===== src/rtl/serial_pad_pkg.sv =====
// Shared types and default timing for the serial gamepad poller.
package serial_pad_pkg;

   // Poller sequencing states.
   typedef enum logic [2:0] {
      IDLE   = 3'd0,
      LATCH  = 3'd1,
      FIRST  = 3'd2,
      HIGH   = 3'd3,
      LOW    = 3'd4,
      COMMIT = 3'd5,
      GAP    = 3'd6
   } pad_state_e;

   // Frame widths of the supported controller families.
   localparam int NES_BITS  = 8;
   localparam int SNES_BITS = 16;

   // Default timing for a 64 MHz system clock.
   localparam int DEF_LATCH_CYCLES = 768;    // 12 us latch pulse
   localparam int DEF_HALF_CYCLES  = 384;    // 6 us clock half-period
   localparam int DEF_GAP_CYCLES   = 64000;  // 1 ms between frames
   localparam int DEF_CNT_W        = 17;

endpackage


===== src/rtl/serial_pad_lane.sv =====
// Per-pad datapath: raw shift capture, presence check, committed buttons
// and sticky press events for a single controller data line.
module serial_pad_lane
   import serial_pad_pkg::*;
#(
   parameter int NUM_BITS = 16,
   parameter int IDX_W    = 4
) (
   input  logic                clk,
   input  logic                reset,
   input  logic                pad_data,
   input  logic                sample_en,
   input  logic [IDX_W-1:0]    sample_idx,
   input  logic                commit,
   input  logic                evt_clear,
   output logic [NUM_BITS-1:0] buttons,
   output logic                present,
   output logic [NUM_BITS-1:0] press_evt
);

   logic [NUM_BITS-1:0] raw_q, raw_d;
   logic [NUM_BITS-1:0] buttons_q, buttons_d;
   logic                present_q, present_d;
   logic [NUM_BITS-1:0] press_evt_q, press_evt_d;
   logic                frame_present_s;
   logic [NUM_BITS-1:0] frame_buttons_s;

   // Capture samples, decide presence and build the next committed view.
   always_comb begin
      raw_d       = raw_q;
      buttons_d   = buttons_q;
      present_d   = present_q;
      press_evt_d = press_evt_q;

      if (sample_en) begin
         raw_d[sample_idx] = pad_data;
      end else begin
         raw_d = raw_q;
      end

      // A line that never left low carries no device.
      frame_present_s = |raw_q;
      if (frame_present_s) begin
         frame_buttons_s = ~raw_q;
      end else begin
         frame_buttons_s = {NUM_BITS{1'b0}};
      end

      if (evt_clear) begin
         press_evt_d = {NUM_BITS{1'b0}};
      end else begin
         press_evt_d = press_evt_q;
      end

      // New presses are OR-ed in after the clear so they survive a
      // coincident evt_clear.
      if (commit) begin
         buttons_d   = frame_buttons_s;
         present_d   = frame_present_s;
         press_evt_d = press_evt_d | (frame_buttons_s & ~buttons_q);
      end else begin
         buttons_d   = buttons_q;
         present_d   = present_q;
      end
   end

   // Lane state registers with synchronous reset.
   always_ff @(posedge clk) begin
      if (reset) begin
         raw_q       <= {NUM_BITS{1'b0}};
         buttons_q   <= {NUM_BITS{1'b0}};
         present_q   <= 1'b0;
         press_evt_q <= {NUM_BITS{1'b0}};
      end else begin
         raw_q       <= raw_d;
         buttons_q   <= buttons_d;
         present_q   <= present_d;
         press_evt_q <= press_evt_d;
      end
   end

   assign buttons   = buttons_q;
   assign present   = present_q;
   assign press_evt = press_evt_q;

endmodule


===== src/rtl/serial_pad_poller.sv =====
// Continuous poller for NUM_PADS latch/clock/data gamepads sharing one
// latch and one shift clock; one sequencer drives all lanes in lockstep.
module serial_pad_poller
   import serial_pad_pkg::*;
#(
   parameter int NUM_PADS     = 2,
   parameter int NUM_BITS     = 16,
   parameter int LATCH_CYCLES = DEF_LATCH_CYCLES,
   parameter int HALF_CYCLES  = DEF_HALF_CYCLES,
   parameter int GAP_CYCLES   = DEF_GAP_CYCLES,
   parameter int CNT_W        = DEF_CNT_W
) (
   input  logic                         clk,
   input  logic                         reset,
   input  logic                         enable,
   input  logic [NUM_PADS-1:0]          pad_data,
   output logic                         pad_latch,
   output logic                         pad_clk,
   output logic [NUM_PADS*NUM_BITS-1:0] buttons,
   output logic [NUM_PADS-1:0]          present,
   output logic [NUM_PADS*NUM_BITS-1:0] press_evt,
   input  logic                         evt_clear,
   output logic                         frame_valid,
   output logic                         busy
);

   localparam int IDX_W = $clog2(NUM_BITS);

   // Phase counters run 0..N-1, so each phase ends on N-1.
   localparam logic [CNT_W-1:0] LATCH_LAST = CNT_W'(LATCH_CYCLES - 1);
   localparam logic [CNT_W-1:0] HALF_LAST  = CNT_W'(HALF_CYCLES - 1);
   localparam logic [CNT_W-1:0] GAP_LAST   = CNT_W'(GAP_CYCLES - 1);
   localparam logic [IDX_W-1:0] IDX_LAST   = IDX_W'(NUM_BITS - 1);

   pad_state_e       state_q, state_d;
   logic [CNT_W-1:0] cnt_q, cnt_d;
   logic [IDX_W-1:0] idx_q, idx_d;
   logic             pad_latch_q, pad_latch_d;
   logic             pad_clk_q, pad_clk_d;
   logic             frame_valid_q, frame_valid_d;
   logic             busy_q, busy_d;
   logic             sample_en_s;
   logic [IDX_W-1:0] sample_idx_s;
   logic             commit_s;

   // Next-state, phase timing and sample/commit strobes.
   always_comb begin
      state_d      = state_q;
      cnt_d        = cnt_q + CNT_W'(1);
      idx_d        = idx_q;
      sample_en_s  = 1'b0;
      sample_idx_s = idx_q;
      commit_s     = 1'b0;

      case (state_q)
         IDLE: begin
            cnt_d = CNT_W'(0);
            idx_d = IDX_W'(0);
            if (enable) begin
               state_d = LATCH;
            end else begin
               state_d = IDLE;
            end
         end
         LATCH: begin
            if (cnt_q == LATCH_LAST) begin
               cnt_d   = CNT_W'(0);
               state_d = FIRST;
            end else begin
               state_d = LATCH;
            end
         end
         FIRST: begin
            // Bit 0 is on the line right after the latch falls.
            if (cnt_q == HALF_LAST) begin
               cnt_d        = CNT_W'(0);
               sample_en_s  = 1'b1;
               sample_idx_s = IDX_W'(0);
               idx_d        = IDX_W'(1);
               state_d      = HIGH;
            end else begin
               state_d = FIRST;
            end
         end
         HIGH: begin
            if (cnt_q == HALF_LAST) begin
               cnt_d       = CNT_W'(0);
               sample_en_s = 1'b1;
               state_d     = LOW;
            end else begin
               state_d = HIGH;
            end
         end
         LOW: begin
            if (cnt_q == HALF_LAST) begin
               cnt_d = CNT_W'(0);
               if (idx_q == IDX_LAST) begin
                  state_d = COMMIT;
               end else begin
                  idx_d   = idx_q + IDX_W'(1);
                  state_d = HIGH;
               end
            end else begin
               state_d = LOW;
            end
         end
         COMMIT: begin
            cnt_d    = CNT_W'(0);
            idx_d    = IDX_W'(0);
            commit_s = 1'b1;
            state_d  = GAP;
         end
         GAP: begin
            if (cnt_q == GAP_LAST) begin
               cnt_d = CNT_W'(0);
               if (enable) begin
                  state_d = LATCH;
               end else begin
                  state_d = IDLE;
               end
            end else begin
               state_d = GAP;
            end
         end
         default: begin
            cnt_d   = CNT_W'(0);
            idx_d   = IDX_W'(0);
            state_d = IDLE;
         end
      endcase

      // Outputs are registered from the next state so they line up with it.
      pad_latch_d   = (state_d == LATCH);
      pad_clk_d     = (state_d == HIGH);
      busy_d        = (state_d != IDLE);
      frame_valid_d = commit_s;
   end

   // Sequencer and registered pin/status outputs with synchronous reset.
   always_ff @(posedge clk) begin
      if (reset) begin
         state_q       <= IDLE;
         cnt_q         <= CNT_W'(0);
         idx_q         <= IDX_W'(0);
         pad_latch_q   <= 1'b0;
         pad_clk_q     <= 1'b0;
         frame_valid_q <= 1'b0;
         busy_q        <= 1'b0;
      end else begin
         state_q       <= state_d;
         cnt_q         <= cnt_d;
         idx_q         <= idx_d;
         pad_latch_q   <= pad_latch_d;
         pad_clk_q     <= pad_clk_d;
         frame_valid_q <= frame_valid_d;
         busy_q        <= busy_d;
      end
   end

   for (genvar p = 0; p < NUM_PADS; p++) begin : g_lane
      serial_pad_lane #(
         .NUM_BITS (NUM_BITS),
         .IDX_W    (IDX_W)
      ) u_lane (
         .clk        (clk),
         .reset      (reset),
         .pad_data   (pad_data[p]),
         .sample_en  (sample_en_s),
         .sample_idx (sample_idx_s),
         .commit     (commit_s),
         .evt_clear  (evt_clear),
         .buttons    (buttons[p*NUM_BITS +: NUM_BITS]),
         .present    (present[p]),
         .press_evt  (press_evt[p*NUM_BITS +: NUM_BITS])
      );
   end

   assign pad_latch   = pad_latch_q;
   assign pad_clk     = pad_clk_q;
   assign frame_valid = frame_valid_q;
   assign busy        = busy_q;

endmodule


===== config.mk =====
export PLATFORM = sky130hd
export DESIGN_NAME = serial_pad_poller
export DESIGN_NICKNAME = d
export VERILOG_FILES = /design/src/rtl/serial_pad_pkg.sv /design/src/rtl/serial_pad_lane.sv /design/src/rtl/serial_pad_poller.sv
export SDC_FILE = /design/constraint.sdc
export NUM_CORES = 1
export LEC_CHECK = 0
export BUFFER_PORTS_ARGS = -buffer_cell sky130_fd_sc_hd__buf_2
export CELL_PAD_IN_SITES_DETAIL_PLACEMENT = 1
export CELL_PAD_IN_SITES_GLOBAL_PLACEMENT = 2
export CORE_ASPECT_RATIO = 1.1
export CORE_MARGIN = 3
export CORE_UTILIZATION = 29
export CTS_BUF_LIST = sky130_fd_sc_hd__clkbuf_16
export DETAILED_ROUTE_END_ITERATION = 10
export PLACE_DENSITY = 0.69
export SLEW_MARGIN = 20
export SYNTH_ARGS = -nofsm -noshare
export SYNTH_HDL_FRONTEND = slang
export SYNTH_SLANG_ARGS = --single-unit

===== constraint.sdc =====
create_clock -name clk -period 2.5 [get_ports clk]
set_input_delay 0.125 -clock clk [delete_from_list [all_inputs] [get_ports clk]]
set_output_delay 0.125 -clock clk [all_outputs]
set_load 0.02 [all_outputs]

==> out/results.ini <==
[cts]
root_buffer = clkbuf_16
cts_buffer_depth = 2
cts_tree = yes
insertion_delay_ns = 0.42
clk_pin_slew_ns = 0.06
hold_buffers = 0
cts-buffers-inserted = 17
cts.sinks = 126
htreeDepth = 4

[timing]
worstMarginPinSlew_ns = 0.740
period_minus_slack_ns = 2.38
hold_viol_final = 0
finalCritPeriodShare_pct = 95.3
fin_hold_ws_ns = 0.111
fmax_mhz = 420
finalSetupViolations = 0
slew_violations = 0
slew_headroom_pct = 50.7
clock_skew_ns = 0.00588

[global_route]
grt_overflow = 0
grt_max_degree = 72
grt_pass1_vias = 4760
antenna_found_initial = 0
track_usage_pct = 16.0
grt_pass1_wl_um = 25100

[die]
rows = 50
fp.coreArea_um2 = 17200
start_util_pct = 29.9
die_area_um2 = 19400
die_h_um = 146
die_w_um = 133
io_pins = 76

[setup_path]
crit_path_end_kind = register
r2r_slack_ns = 0.12
critPathLaunchType = register
worstReg2RegEnd = g_lane[1].u_lane.raw_q[9]
required_ns = 2.78
cp_cell_sequence = or4_1 -> nor4_2 -> buf_4 -> nand4_4 -> nor3_2 -> mux2i_1 -> nor2_1
worstPathArrival_ns = 2.66
slowest_delay_ns = 0.59
critPathMaxFanout = 8
cpMaxStageDelayCell = or4_1
r2r-start = cnt_q[12]
crit_type = reg -> reg
r2r_cells = 7

[place]
hpwl_um = 10400
dp.cells = 900
port_buffers = 75
postPlaceCellArea_um2 = 5750
place_congestion = 0.777

[finish]
final_area_um2 = 6450
nets = 701
syn_to_final_growth_pct = 25.5
fin_cells = 940
drive_above_1_share_pct = 20.4
antenna_cells = 0

[synth]
synth_top_cell_area_share_pct = 49.1
ys_warn_count = 0
synth_ff_type = dfxtp_1
syn_avg_cell_area_um2 = 8.31
synthCells = 619
synth_most_common_cell = nor2_1
synth.top_cells.by_count = 165 x nor2_1, 126 x dfxtp_1, 80 x a21oi_1
synth.distinct_cells = 47
synth_area_um2 = 5140
seq_area_frac_synth_pct = 49.1
synth_edf_count = 0
syn_nets = 627
synthArstFlopShare_pct = 0
yosys.area.top_type = dfxtp_1
synthTopCellsByArea = dfxtp_1 49%, nor2_1 12%, a21oi_1 7.8%
ys_ff_latch = 126

[outcome]
status = finished, final reports clean

[worst_hold_path]
hold_start = reset
hp-class = in -> reg
holdPathEnd = g_lane[1].u_lane.press_evt[8]
whs_path_depth = 2

[run]
maxCapViolations = 0

[route]
dr.pass1.iters = 4
wirelength_um = 15000
ant_nets = 0
drt-wirelength-per-cell_um = 16.0
drc = 0
vias = 4599
drt_iter0_markers = 205
vias_per_cell = 4.89

[pwr]
power_density_nw_per_um2 = 735
leakagePower_nw = 2.65
irDropWorstVdd_v = 0.000436

## how the worst max path moves through the flow
stage	from	endpoint	slack, ns	cells past startpoint
final	cnt_q[12]	g_lane[1].u_lane.raw_q[9]	0.12	7
after global routing	cnt_q[12]	g_lane[1].u_lane.raw_q[9]	-0.007	7
after CTS	cnt_q[9]	g_lane[1].u_lane.raw_q[10]	0.02	7
after detailed placement	cnt_q[9]	g_lane[1].u_lane.raw_q[10]	0.10	7
after global placement	cnt_q[12]	g_lane[1].u_lane.raw_q[11]	0.17	7
after floorplan	cnt_q[0]	cnt_q[2]	0.25	9
## per-stage QoR
| stage | worst slack, ns | TNS (ns) | utilization [%] | total power, mW |
|---|---|---|---|---|
| floorplan | 0.254 | 0 | - | 2.14 |
| global placement | 0.170 | 0 | 33.4 | 2.18 |
| detailed placement | 0.104 | 0 | 33.4 | 2.18 |
| CTS | 0.0190 | 0 | 37.0 | 4.82 |
| global route | -0.00744 | -0.0111 | 37.5 | 4.93 |
| finish | 0.117 | 0 | 37.5 | 4.74 |
## cells by family (layout without fill, tap and decap cells)
logic type	Yosys count	count (layout)	synth area share, %
simple gates	299	299	27.9
flops	126	126	49.1
compound gates	105	105	11.2
xor+xnor	15	15	2.55
mux	25	25	4.87
buf+inv	47	134	3.94
fa+ha+maj	2	2	0.487
## flip-flops by register name, indices dropped and copies added, names as in the netlist
| register | count |
|---|---|
| pad_latch | 1 |
| idx_q | 4 |
| g_lane.u_lane.raw_q | 32 |
| state_q | 3 |
| g_lane.u_lane.present | 2 |
| cnt_q | 17 |
| busy | 1 |
| g_lane.u_lane.buttons | 32 |
| frame_valid | 1 |
| pad_clk | 1 |
| g_lane.u_lane.press_evt | 32 |
## layer usage
| metal | part of all wire, % | track usage (%) |
|---|---|---|
| met1 | 46 | 19.3 |
| met4 | 1.5 | 6.19 |
| met5 | 0 | 0 |
| met3 | 3.0 | 3.87 |
| met2 | 50 | 27.4 |
## critical path: cells and delay by family (launching register included)
kind                   cells  cell delay [ns]
buffers and inverters      1             0.20
flip-flops                 1             0.34
multiplexers               1             0.26
AND/OR/NAND/NOR            5             1.44
## repair_timing
action,CTS,global route
resized for setup,0,5
endpoints found under the setup margin,0,15
buffers inserted,0,8
## area by class of cell
cell class	count	area, um^2
repair buffers	97	559
clock inverters	15	195
well taps	234	293
inverters	5	18.8
fillers	2061	10800
multi-input cells	446	2440
flip-flops and latches	126	2520
clock buffers	17	425
## placed cells by master, fill, tap and decap left out, drive strengths merged, types with 2 or more instances in the layout
cell,synthesis,final
nor2,165,165
dfxtp,126,126
buf,8,97
a21oi,81,81
nor3,46,46
nand2,26,26
mux2i,25,25
clkbuf,34,17
nand3,16,16
o21ai,12,12
nor4,12,12
nand4,10,10
xor2,8,8
xnor2,7,7
inv,5,7
nor2b,5,5
or3,5,5
clkinv,0,5
clkinvlp,0,4
bufinv,0,4
nand2b,2,2
and3,2,2
o31a,2,2
and4,2,2
ha,2,2
nor4b,2,2
## power breakdown
| group | internal [mW] | total [mW] | switching (mW) |
|---|---|---|---|
| clock | 1.66 | 2.61 | 0.947 |
| sequential | 2.01 | 2.02 | 0.00328 |
| combinational | 0.0298 | 0.116 | 0.0862 |
Power figures use the tool's default switching activity.
